**src/rtl/uart_tx_periph.sv**
```systemverilog
// Memory-mapped 8N1 UART transmitter with a TX FIFO and programmable baud divider.
// Registers: TXDATA (0x00), TXCTRL (0x08), DIV (0x18); read data is returned one cycle after the strobe.
module uart_tx_periph #(
    parameter int          FIFO_DEPTH = 8,
    parameter logic [15:0] DIV_RESET  = 16'd433
) (
    input  logic        clk,
    input  logic        rst_n,
    input  logic        reg_valid,
    input  logic        reg_we,
    input  logic [4:0]  reg_addr,
    input  logic [31:0] reg_wdata,
    output logic [31:0] reg_rdata,
    output logic        txd,
    output logic        tx_busy
);
    localparam int PW = (FIFO_DEPTH > 1) ? $clog2(FIFO_DEPTH) : 1;
    localparam int CW = PW + 1;
    localparam logic [CW-1:0] DEPTH_C    = CW'(FIFO_DEPTH);
    localparam logic [2:0]    IDX_TXDATA = 3'd0;
    localparam logic [2:0]    IDX_TXCTRL = 3'd2;
    localparam logic [2:0]    IDX_DIV    = 3'd6;

    typedef enum logic [1:0] {
        S_IDLE  = 2'd0,
        S_START = 2'd1,
        S_DATA  = 2'd2,
        S_STOP  = 2'd3
    } state_e;

    logic [7:0]    fifo_mem_q [FIFO_DEPTH];
    logic [PW-1:0] wr_ptr_q, wr_ptr_d, rd_ptr_q, rd_ptr_d;
    logic [CW-1:0] count_q, count_d;
    logic          txen_q, txen_d;
    logic [15:0]   div_q, div_d;
    logic [31:0]   rdata_q, rdata_d;
    state_e        state_q, state_d;
    logic [15:0]   baud_q, baud_d;
    logic [2:0]    bit_q, bit_d;
    logic [7:0]    shift_q, shift_d;
    logic          txd_q, txd_d, busy_q, busy_d;
    logic          wr_s, rd_s, push_s, push_ok_s, pop_s, full_s, empty_s, bit_end_s;
    logic [2:0]    idx_s;
    logic          unused_s;

    assign unused_s  = ^{reg_addr[1:0], reg_wdata[31:16]};
    assign idx_s     = reg_addr[4:2];
    assign wr_s      = reg_valid & reg_we;
    assign rd_s      = reg_valid & ~reg_we;
    assign full_s    = (count_q == DEPTH_C);
    assign empty_s   = (count_q == {CW{1'b0}});
    assign push_s    = wr_s & (idx_s == IDX_TXDATA);
    // A pop in the same cycle frees a slot, so a push into a full FIFO is still taken.
    assign push_ok_s = push_s & (~full_s | pop_s);
    // >= keeps a DIV lowered mid-bit from stretching the bit through a full counter wrap.
    assign bit_end_s = (baud_q >= div_q);

    // Control register writes and registered read data.
    always_comb begin
        txen_d  = txen_q;
        div_d   = div_q;
        rdata_d = rdata_q;
        if (wr_s) begin
            case (idx_s)
                IDX_TXCTRL: txen_d = reg_wdata[0];
                IDX_DIV:    div_d  = reg_wdata[15:0];
                default:    txen_d = txen_q;
            endcase
        end else if (rd_s) begin
            case (idx_s)
                IDX_TXDATA: rdata_d = {full_s, 31'd0};
                IDX_TXCTRL: rdata_d = {31'd0, txen_q};
                IDX_DIV:    rdata_d = {16'd0, div_q};
                default:    rdata_d = 32'd0;
            endcase
        end else begin
            rdata_d = rdata_q;
        end
    end

    // FIFO pointer and occupancy update.
    always_comb begin
        wr_ptr_d = push_ok_s ? (wr_ptr_q + PW'(1'b1)) : wr_ptr_q;
        rd_ptr_d = pop_s ? (rd_ptr_q + PW'(1'b1)) : rd_ptr_q;
        case ({push_ok_s, pop_s})
            2'b10:   count_d = count_q + CW'(1'b1);
            2'b01:   count_d = count_q - CW'(1'b1);
            default: count_d = count_q;
        endcase
    end

    // Frame sequencer: next state, baud/bit counters, pops and the next txd level.
    always_comb begin
        state_d = state_q;
        baud_d  = baud_q;
        bit_d   = bit_q;
        shift_d = shift_q;
        pop_s   = 1'b0;
        case (state_q)
            S_IDLE: begin
                baud_d = 16'd0;
                bit_d  = 3'd0;
                if (txen_q && !empty_s) begin
                    pop_s   = 1'b1;
                    shift_d = fifo_mem_q[rd_ptr_q];
                    state_d = S_START;
                end else begin
                    state_d = S_IDLE;
                end
            end
            S_START: begin
                if (bit_end_s) begin
                    baud_d  = 16'd0;
                    bit_d   = 3'd0;
                    state_d = S_DATA;
                end else begin
                    baud_d = baud_q + 16'd1;
                end
            end
            S_DATA: begin
                if (bit_end_s) begin
                    baud_d = 16'd0;
                    if (bit_q == 3'd7) begin
                        state_d = S_STOP;
                    end else begin
                        bit_d = bit_q + 3'd1;
                    end
                end else begin
                    baud_d = baud_q + 16'd1;
                end
            end
            S_STOP: begin
                if (bit_end_s) begin
                    baud_d = 16'd0;
                    bit_d  = 3'd0;
                    // Chain straight into the next start bit so queued bytes go out gapless.
                    if (txen_q && !empty_s) begin
                        pop_s   = 1'b1;
                        shift_d = fifo_mem_q[rd_ptr_q];
                        state_d = S_START;
                    end else begin
                        state_d = S_IDLE;
                    end
                end else begin
                    baud_d = baud_q + 16'd1;
                end
            end
            default: state_d = S_IDLE;
        endcase
        case (state_d)
            S_START: txd_d = 1'b0;
            S_DATA:  txd_d = shift_d[bit_d];
            default: txd_d = 1'b1;
        endcase
        busy_d = (state_d != S_IDLE) | (count_d != {CW{1'b0}});
    end

    // FIFO storage.
    always_ff @(posedge clk or negedge rst_n) begin
        if (!rst_n) begin
            for (int i = 0; i < FIFO_DEPTH; i++) begin
                fifo_mem_q[i] <= 8'd0;
            end
        end else if (push_ok_s) begin
            fifo_mem_q[wr_ptr_q] <= reg_wdata[7:0];
        end
    end

    // State, counter and output registers.
    always_ff @(posedge clk or negedge rst_n) begin
        if (!rst_n) begin
            wr_ptr_q <= {PW{1'b0}};
            rd_ptr_q <= {PW{1'b0}};
            count_q  <= {CW{1'b0}};
            txen_q   <= 1'b0;
            div_q    <= DIV_RESET;
            rdata_q  <= 32'd0;
            state_q  <= S_IDLE;
            baud_q   <= 16'd0;
            bit_q    <= 3'd0;
            shift_q  <= 8'd0;
            txd_q    <= 1'b1;
            busy_q   <= 1'b0;
        end else begin
            wr_ptr_q <= wr_ptr_d;
            rd_ptr_q <= rd_ptr_d;
            count_q  <= count_d;
            txen_q   <= txen_d;
            div_q    <= div_d;
            rdata_q  <= rdata_d;
            state_q  <= state_d;
            baud_q   <= baud_d;
            bit_q    <= bit_d;
            shift_q  <= shift_d;
            txd_q    <= txd_d;
            busy_q   <= busy_d;
        end
    end

    assign reg_rdata = rdata_q;
    assign txd       = txd_q;
    assign tx_busy   = busy_q;
endmodule

```
**config.mk**
```make
export PLATFORM = sky130hd
export DESIGN_NAME = uart_tx_periph
export DESIGN_NICKNAME = d
export VERILOG_FILES = /design/src/rtl/uart_tx_periph.sv
export SDC_FILE = /design/constraint.sdc
export NUM_CORES = 1
export LEC_CHECK = 0
export CAP_MARGIN = 20
export CORE_MARGIN = 4
export CORE_UTILIZATION = 51
export DETAILED_ROUTE_END_ITERATION = 10
export MAX_ROUTING_LAYER = met4
export PLACE_DENSITY = 0.75
export SLEW_MARGIN = 10
export SYNTH_ARGS = -nofsm -noshare
export SYNTH_HDL_FRONTEND = slang
export SYNTH_SLANG_ARGS = --single-unit
```
**constraint.sdc**
```tcl
create_clock -name clk -period 4.35 [get_ports clk]
set_clock_uncertainty 0.15 [all_clocks]
set_input_delay 0.6525 -clock clk [delete_from_list [all_inputs] [get_ports clk]]
set_output_delay 0.6525 -clock clk [all_outputs]
set_load 0.02 [all_outputs]
```
==> flow_metrics.env, run 1 <==
export IMPL_whs_ns=0.119
export IMPL_clkLatencyLatePin_ns=0.43
export IMPL_gr_total_overflow=0
export IMPL_power_density_nw_per_um2=520
export IMPL_cpPeakStageDelay_ns=0.54
export IMPL_crit_arrival_ns=4.48
export IMPL_finalWirelength_um=14400
export IMPL_hold_viol=0
export IMPL_synth_area_um2=6860
export IMPL_worst_slew_pin_slew_ns=0.819
export IMPL_core_area_um2=13200
export IMPL_postRouteAntennaNets=0
export IMPL_crit_top_cell="xor2_1"
export IMPL_start_kind="register"
export IMPL_timing_rr_end="tx_busy$_DFF_PN0_"
export IMPL_setup_viol=0
export IMPL_cts_tree="yes"
export IMPL_std_cell_rows=42
export IMPL_peakVddDrop_v=0.000489
export IMPL_syn_to_final_growth_pct=17.9
export IMPL_reg2regPathDepth=18
export IMPL_synth_top_family_by_area="multiplexers"
export IMPL_antenna_cells=0
export IMPL_ys_types=63
export IMPL_final_nets=679
export IMPL_numCtsBuffers=17
export IMPL_crit_buf_inv=2
export IMPL_cp_num_cells=18
export IMPL_synth_top_area_cell="dfrtp_1"
export IMPL_total_power_mw=4.20
export IMPL_synth_area_per_cell_um2=12.4
export IMPL_r2r_setup_slack_ns=0.02
export IMPL_initial_core_util=0.520
export IMPL_grt_pass1_wl_um=24100
export IMPL_fillers=1027
export IMPL_min_period_ns=4.33
export IMPL_post_drt_wl_per_cell_um=18.0
export IMPL_grt_pass1_vias=4728
export IMPL_rsz0062_at_grt="yes"
export IMPL_synthArstFlopShare=1.00
export IMPL_ioPinCount=75
export IMPL_io_buffers=41
export IMPL_synth_mux_area_frac=0.185
export IMPL_critical_path_required_ns=4.50
export IMPL_synth_area_leaders="dfrtp_1 (49%), mux2_2 (11%), mux4_2 (5.3%)"
export IMPL_fmax_ghz=0.231
export IMPL_grt_usage=0.215
export IMPL_clockBufferDepth=2
export IMPL_worstPathCellList="inv_1, ha_1, and3_4, o2111ai_2, or4_4, nand4b_4, nand2_4, a311oi_4, inv_2, ha_4, xor2_1, ha_2, a21oi_2, xor2_1, nor2_1, xor2_1, or4_4, or3_1"
export IMPL_routabilityCongestion=0.840
export IMPL_htreeDepth=4
export IMPL_ys_seq_area_frac=0.508
export IMPL_die_h_um=124
export IMPL_status="finished clean"
export IMPL_dp_hpwl_um=9980
export IMPL_cap_violations=0
export IMPL_maxSlewHeadroom=0.454
export IMPL_cts_setup_buffers=0
export IMPL_clk_pin_slew_ns=0.06
export IMPL_synth_adder_area_share=0.0511
export IMPL_vias=4439
export IMPL_yosys_most_used_dff="dfrtp_1"
export IMPL_synth_seq_cells=139
export IMPL_cts_root_buf="clkbuf_16"
export IMPL_initialDrtViolationCount=269
export IMPL_rr_startpoint="div_q[7]$_DFFE_PN1P_"
export IMPL_endpoint_kind="register"
export IMPL_via_per_inst=5.56
export IMPL_antenna_found_initial=0
export IMPL_synth_warnings=0
export IMPL_worstSetupStartpoint="div_q[7]$_DFFE_PN1P_"
export IMPL_crit_fanout=3
export IMPL_leakage_nw=3.71
export IMPL_critical_path_class="register to register"
export IMPL_min_path_type="input port to async pin"
export IMPL_drive_gt1_frac=0.265
export IMPL_grt_max_degree=79
export IMPL_yosysTopAreaCellShare=0.485
export IMPL_drv_slew=0
export IMPL_final_cell_mix="dfrtp_1 (133), mux2_2 (67), clkdlybuf4s50_1 (40)"
export IMPL_cts_sinks=139
export IMPL_crit_family="simple AND/OR/NAND/NOR gates"
export IMPL_final_common_cell="dfrtp_1"
export IMPL_drt_pass1_iter_count=4
export IMPL_drc=0
export IMPL_period_share=0.996
export IMPL_netlist_instances=552
export IMPL_synth_compound_area_share=0.0794
export IMPL_cp_slowest_cell="or4_4"
export IMPL_synth_xor_area_frac=0.0294
export IMPL_endpoint="tx_busy$_DFF_PN0_"
export IMPL_die_w_um=124
export IMPL_dieArea_um2=15400
export IMPL_cts_hold_buffers=0
export IMPL_synth_edf_count=0
export IMPL_synth_simple_area_share=0.101
## sequential cells by signal (all words and copies together), names as in the netlist
| register | count |
|---|---|
| fifo_mem_q | 64 |
| reg_rdata | 17 |
| baud_q | 16 |
| div_q | 16 |
| shift_q | 8 |
| count_q | 4 |
| bit_q | 3 |
| rd_ptr_q | 3 |
| wr_ptr_q | 3 |
| state_q | 2 |
| tx_busy | 1 |
| txd | 1 |
| txen_q | 1 |
## metrics by stage
step / cell area [um2] / TNS (ns) / setup WS [ns] / std cells / utilization
final: 8090 / 0 / 0.0196 / 799 / 0.613
after global routing: 8090 / -0.170 / -0.170 / 799 / 0.613
after CTS: 8080 / -0.0120 / -0.0120 / 798 / 0.613
after detailed placement: 7500 / -0.0802 / -0.0802 / 766 / 0.568
after global placement: 7500 / -0.0422 / -0.0422 / 766 / 0.568
after floorplan: 6930 / 0 / 0.000921 / 566 / -
## cells by family after synthesis
family                     after synthesis
DFF                                    139
and+or+nand+nor                        127
muxes                                   98
AOI/OAI and AO/OA                       72
buffers and inverters                   64
adders and majority gates               28
xor gates and xnor gates                23
other                                    1
## per-layer routing
metal / part of all wire / track usage / up-vias
li1: - / - / 2077
met1: 0.42 / 0.259 / 2239
met2: 0.51 / 0.352 / 96
met3: 0.049 / 0.0518 / 27
met4: 0.021 / 0.0856 / 0
met5: 0 / - / -
## cell usage after synthesis (2+ instances only)
cell type and n:
dfrtp_1 133, mux2_2 67, nand2_1 37, nor2_1 33, ha_1 28, inv_1 28
o21ai_0 19, buf_4 16, mux4_2 16, a22o_1 15, xor2_1 13, mux2i_1 12
nand3_1 12, clkbuf_1 11, xnor2_1 10, o2bb2ai_1 8, buf_1 6, dfstp_2 6
a21oi_1 5, and3_1 5, nand4_1 5, nor3_1 5, nand2b_1 4, or3_1 4
mux2_1 3, a211oi_1 2, a31o_2 2, a31oi_1 2, a32oi_1 2, buf_2 2
nand3b_1 2, nand3b_2 2, nand4b_1 2, nor3b_4 2, o22ai_1 2, o41ai_1 2
or2_2 2, or4_1 2
## worst register-to-register path: stages (launching register included)
cell and delay (ns):
dfstp_2 0.53, inv_1 0.05, ha_1 0.29, and3_4 0.18, o2111ai_2 0.13, or4_4 0.45
nand4b_4 0.13, nand2_4 0.08, a311oi_4 0.25, inv_2 0.09, ha_4 0.17, xor2_1 0.17
ha_2 0.19, a21oi_2 0.11, xor2_1 0.15, nor2_1 0.07, xor2_1 0.15, or4_4 0.54
or3_1 0.32
## power breakdown
part           total (mW)  internal, mW  leakage, nW  switching [mW]
sequential           1.81          1.54         1.85           0.266
clock                1.37         0.803        0.270           0.569
combinational        1.02         0.539         1.60           0.484
total                4.20          2.88         3.71            1.32
## cell type report
class	instances	area, um2	share of cell area
well taps	176	220	0.0272
multi-input cells	363	3150	0.390
repair buffers	61	562	0.0695
clock inverters	13	116	0.0144
inverters	28	105	0.0130
flip-flops and latches	139	3490	0.431
clock buffers	19	443	0.0548
## worst min-delay path by stage
stage                                  to  slack [ns]  depth (start not counted)
2_1_floorplan         baud_q[0]$_DFF_PN0_        0.21                          0
3_3_place_gp   fifo_mem_q[30]$_DFFE_PN0P_        0.31                          1
3_5_place_dp   fifo_mem_q[24]$_DFFE_PN0P_        0.33                          1
4_1_cts         reg_rdata[15]$_DFFE_PN0P_        0.14                          1
5_1_grt         reg_rdata[15]$_DFFE_PN0P_        0.17                          1
6_report        reg_rdata[15]$_DFFE_PN0P_        0.12                          1
## what timing repair did
item | CTS | global route
resized for setup | 6 | 1
hold endpoints to repair | 0 | 0
endpoints found under the setup margin | 1 | 1
Power figures use the tool's default switching activity.
==> run 2, diff against run 1 <==
--- a/config.mk
+++ b/config.mk
@@ -5,7 +5,7 @@
 export SDC_FILE = /design/constraint.sdc
 export NUM_CORES = 1
 export LEC_CHECK = 0
-export CAP_MARGIN = 20
+export CAP_MARGIN = 30
 export CORE_MARGIN = 4
 export CORE_UTILIZATION = 51
 export DETAILED_ROUTE_END_ITERATION = 10
==> run 2 against run 1 <==
Net effect: design area stayed put; wire length is the same; maximum frequency did not move; first-iteration DRC count unchanged; final cell count is the same; sequential cell count did not move.
==> flow_metrics.env, run 2 (same netlist as run 1, synthesis figures left out) <==
export IMPL_endpoint_kind="register"
export IMPL_min_path_type="input port to async pin"
export IMPL_r2r_setup_slack_ns=0.02
export IMPL_grt_max_degree=79
export IMPL_cap_violations=0
export IMPL_grt_usage=0.215
export IMPL_crit_fanout=3
export IMPL_postRouteAntennaNets=0
export IMPL_cts_hold_buffers=0
export IMPL_grt_pass1_wl_um=24100
export IMPL_clk_pin_slew_ns=0.06
export IMPL_min_period_ns=4.33
export IMPL_cts_tree="yes"
export IMPL_die_h_um=124
export IMPL_leakage_nw=3.71
export IMPL_gr_total_overflow=0
export IMPL_fin_area_um2=8090
export IMPL_maxSlewHeadroom=0.454
export IMPL_fmax_ghz=0.231
export IMPL_rsz0062_at_grt="yes"
export IMPL_antenna_cells=0
export IMPL_worstPathCellList="inv_1, ha_1, and3_4, o2111ai_2, or4_4, nand4b_4, nand2_4, a311oi_4, inv_2, ha_4, xor2_1, ha_2, a21oi_2, xor2_1, nor2_1, xor2_1, or4_4, or3_1"
export IMPL_cpPeakStageDelay_ns=0.54
export IMPL_power_density_nw_per_um2=520
export IMPL_dpl_instance_area_um2=7500
export IMPL_finalWirelength_um=14400
export IMPL_antenna_found_initial=0
export IMPL_dieArea_um2=15400
export IMPL_cp_slowest_cell="or4_4"
export IMPL_initialDrtViolationCount=269
export IMPL_final_common_cell="dfrtp_1"
export IMPL_setup_viol=0
export IMPL_crit_top_cell="xor2_1"
export IMPL_die_w_um=124
export IMPL_setup_ws_ns=0.0196
export IMPL_crit_buf_inv=2
export IMPL_peakVddDrop_v=0.000489
export IMPL_core_area_um2=13200
export IMPL_initial_core_util=0.520
export IMPL_start_kind="register"
export IMPL_critical_path_class="register to register"
export IMPL_fillers=1027
export IMPL_period_share=0.996
export IMPL_crit_family="simple AND/OR/NAND/NOR gates"
export IMPL_ioPinCount=75
export IMPL_drive_gt1_frac=0.265
export IMPL_multi_input_area_um2=3150
export IMPL_crit_arrival_ns=4.48
export IMPL_routabilityCongestion=0.840
export IMPL_std_cell_rows=42
export IMPL_via_per_inst=5.56
export IMPL_seqCellArea_um2=3490
export IMPL_worst_slew_pin_slew_ns=0.819
export IMPL_final_nets=679
export IMPL_drt_pass1_iter_count=4
export IMPL_timing_rr_end="tx_busy$_DFF_PN0_"
export IMPL_htreeDepth=4
export IMPL_status="finished clean"
export IMPL_critical_path_required_ns=4.50
export IMPL_dp_hpwl_um=9980
export IMPL_grt_pass1_vias=4728
export IMPL_vias=4439
export IMPL_rr_startpoint="div_q[7]$_DFFE_PN1P_"
export IMPL_whs_ns=0.119
export IMPL_clkLatencyLatePin_ns=0.43
export IMPL_numCtsBuffers=17
export IMPL_drc=0
export IMPL_place_ws_ns=-0.0802
export IMPL_largest_register="fifo_mem_q"
export IMPL_cts_root_buf="clkbuf_16"
export IMPL_reg2regPathDepth=18
export IMPL_final_cell_mix="dfrtp_1 (133), mux2_2 (67), clkdlybuf4s50_1 (40)"
export IMPL_io_buffers=41
export IMPL_syn_to_final_growth_pct=17.9
export IMPL_drv_slew=0
export IMPL_cts_sinks=139
export IMPL_post_drt_wl_per_cell_um=18.0
export IMPL_largest_reg_flops=64
export IMPL_hold_viol=0
export IMPL_clockBufferDepth=2
export IMPL_setup_tns_ns=0
[run 2: cell counts in the layout (fill, tap and decap cells not counted)]
No cell type changed its count.
[run 2: cell type report]
cell class,count,area share
Clock inverter,13,0.0144
Multi-Input combinational cell,363,0.390
Tap cell,176,0.0272
Inverter,28,0.0130
Timing Repair Buffer,61,0.0695
Clock buffer,19,0.0548
Sequential cell,139,0.431
[run 2: worst register-to-register path: cells and delay by family (launching register included)]
| family | cells | cell delay (ns) |
|---|---|---|
| AO/OA/AOI/OAI | 3 | 0.49 |
| XOR/XNOR | 3 | 0.47 |
| adder cells (fa/ha/maj) | 3 | 0.65 |
| buffers and inverters | 2 | 0.14 |
| flip-flops | 1 | 0.53 |
| AND/OR/NAND/NOR | 7 | 1.77 |
[run 2: layer usage]
metal,wire (um),global-route usage
met5,0,-
met4,300,0.0856
met3,708,0.0518
met2,7260,0.352
met1,6090,0.259
[run 2: stage by stage]
step,utilization,std cells,total power [mW]
2_1_floorplan,-,566,2.49
3_5_place_dp,0.568,766,2.84
5_1_grt,0.613,799,4.44
3_3_place_gp,0.568,766,2.78
4_1_cts,0.613,798,4.24
6_report,0.613,799,4.20
[run 2: worst max-delay path by stage]
stage / from / to / depth (start not counted)
floorplan: div_q[7]$_DFFE_PN1P_ / tx_busy$_DFF_PN0_ / 19
global placement: div_q[0]$_DFFE_PN1P_ / tx_busy$_DFF_PN0_ / 17
detailed placement: div_q[7]$_DFFE_PN1P_ / tx_busy$_DFF_PN0_ / 18
CTS: div_q[7]$_DFFE_PN1P_ / tx_busy$_DFF_PN0_ / 18
global route: div_q[7]$_DFFE_PN1P_ / tx_busy$_DFF_PN0_ / 18
finish: div_q[7]$_DFFE_PN1P_ / tx_busy$_DFF_PN0_ / 18
[run 2: power breakdown]
group / total [mW] / switching, mW / internal [mW] / leakage (nW)
combinational: 1.02 / 0.484 / 0.539 / 1.60
clock: 1.37 / 0.569 / 0.803 / 0.270
sequential: 1.81 / 0.266 / 1.54 / 1.85
total: 4.20 / 1.32 / 2.88 / 3.71
[run 2: what timing repair did]
| item | CTS | global route |
|---|---|---|
| buffers inserted | 0 | 0 |
| resized for setup | 6 | 1 |
| setup endpoints to repair | 1 | 1 |
| cloned | 0 | 0 |
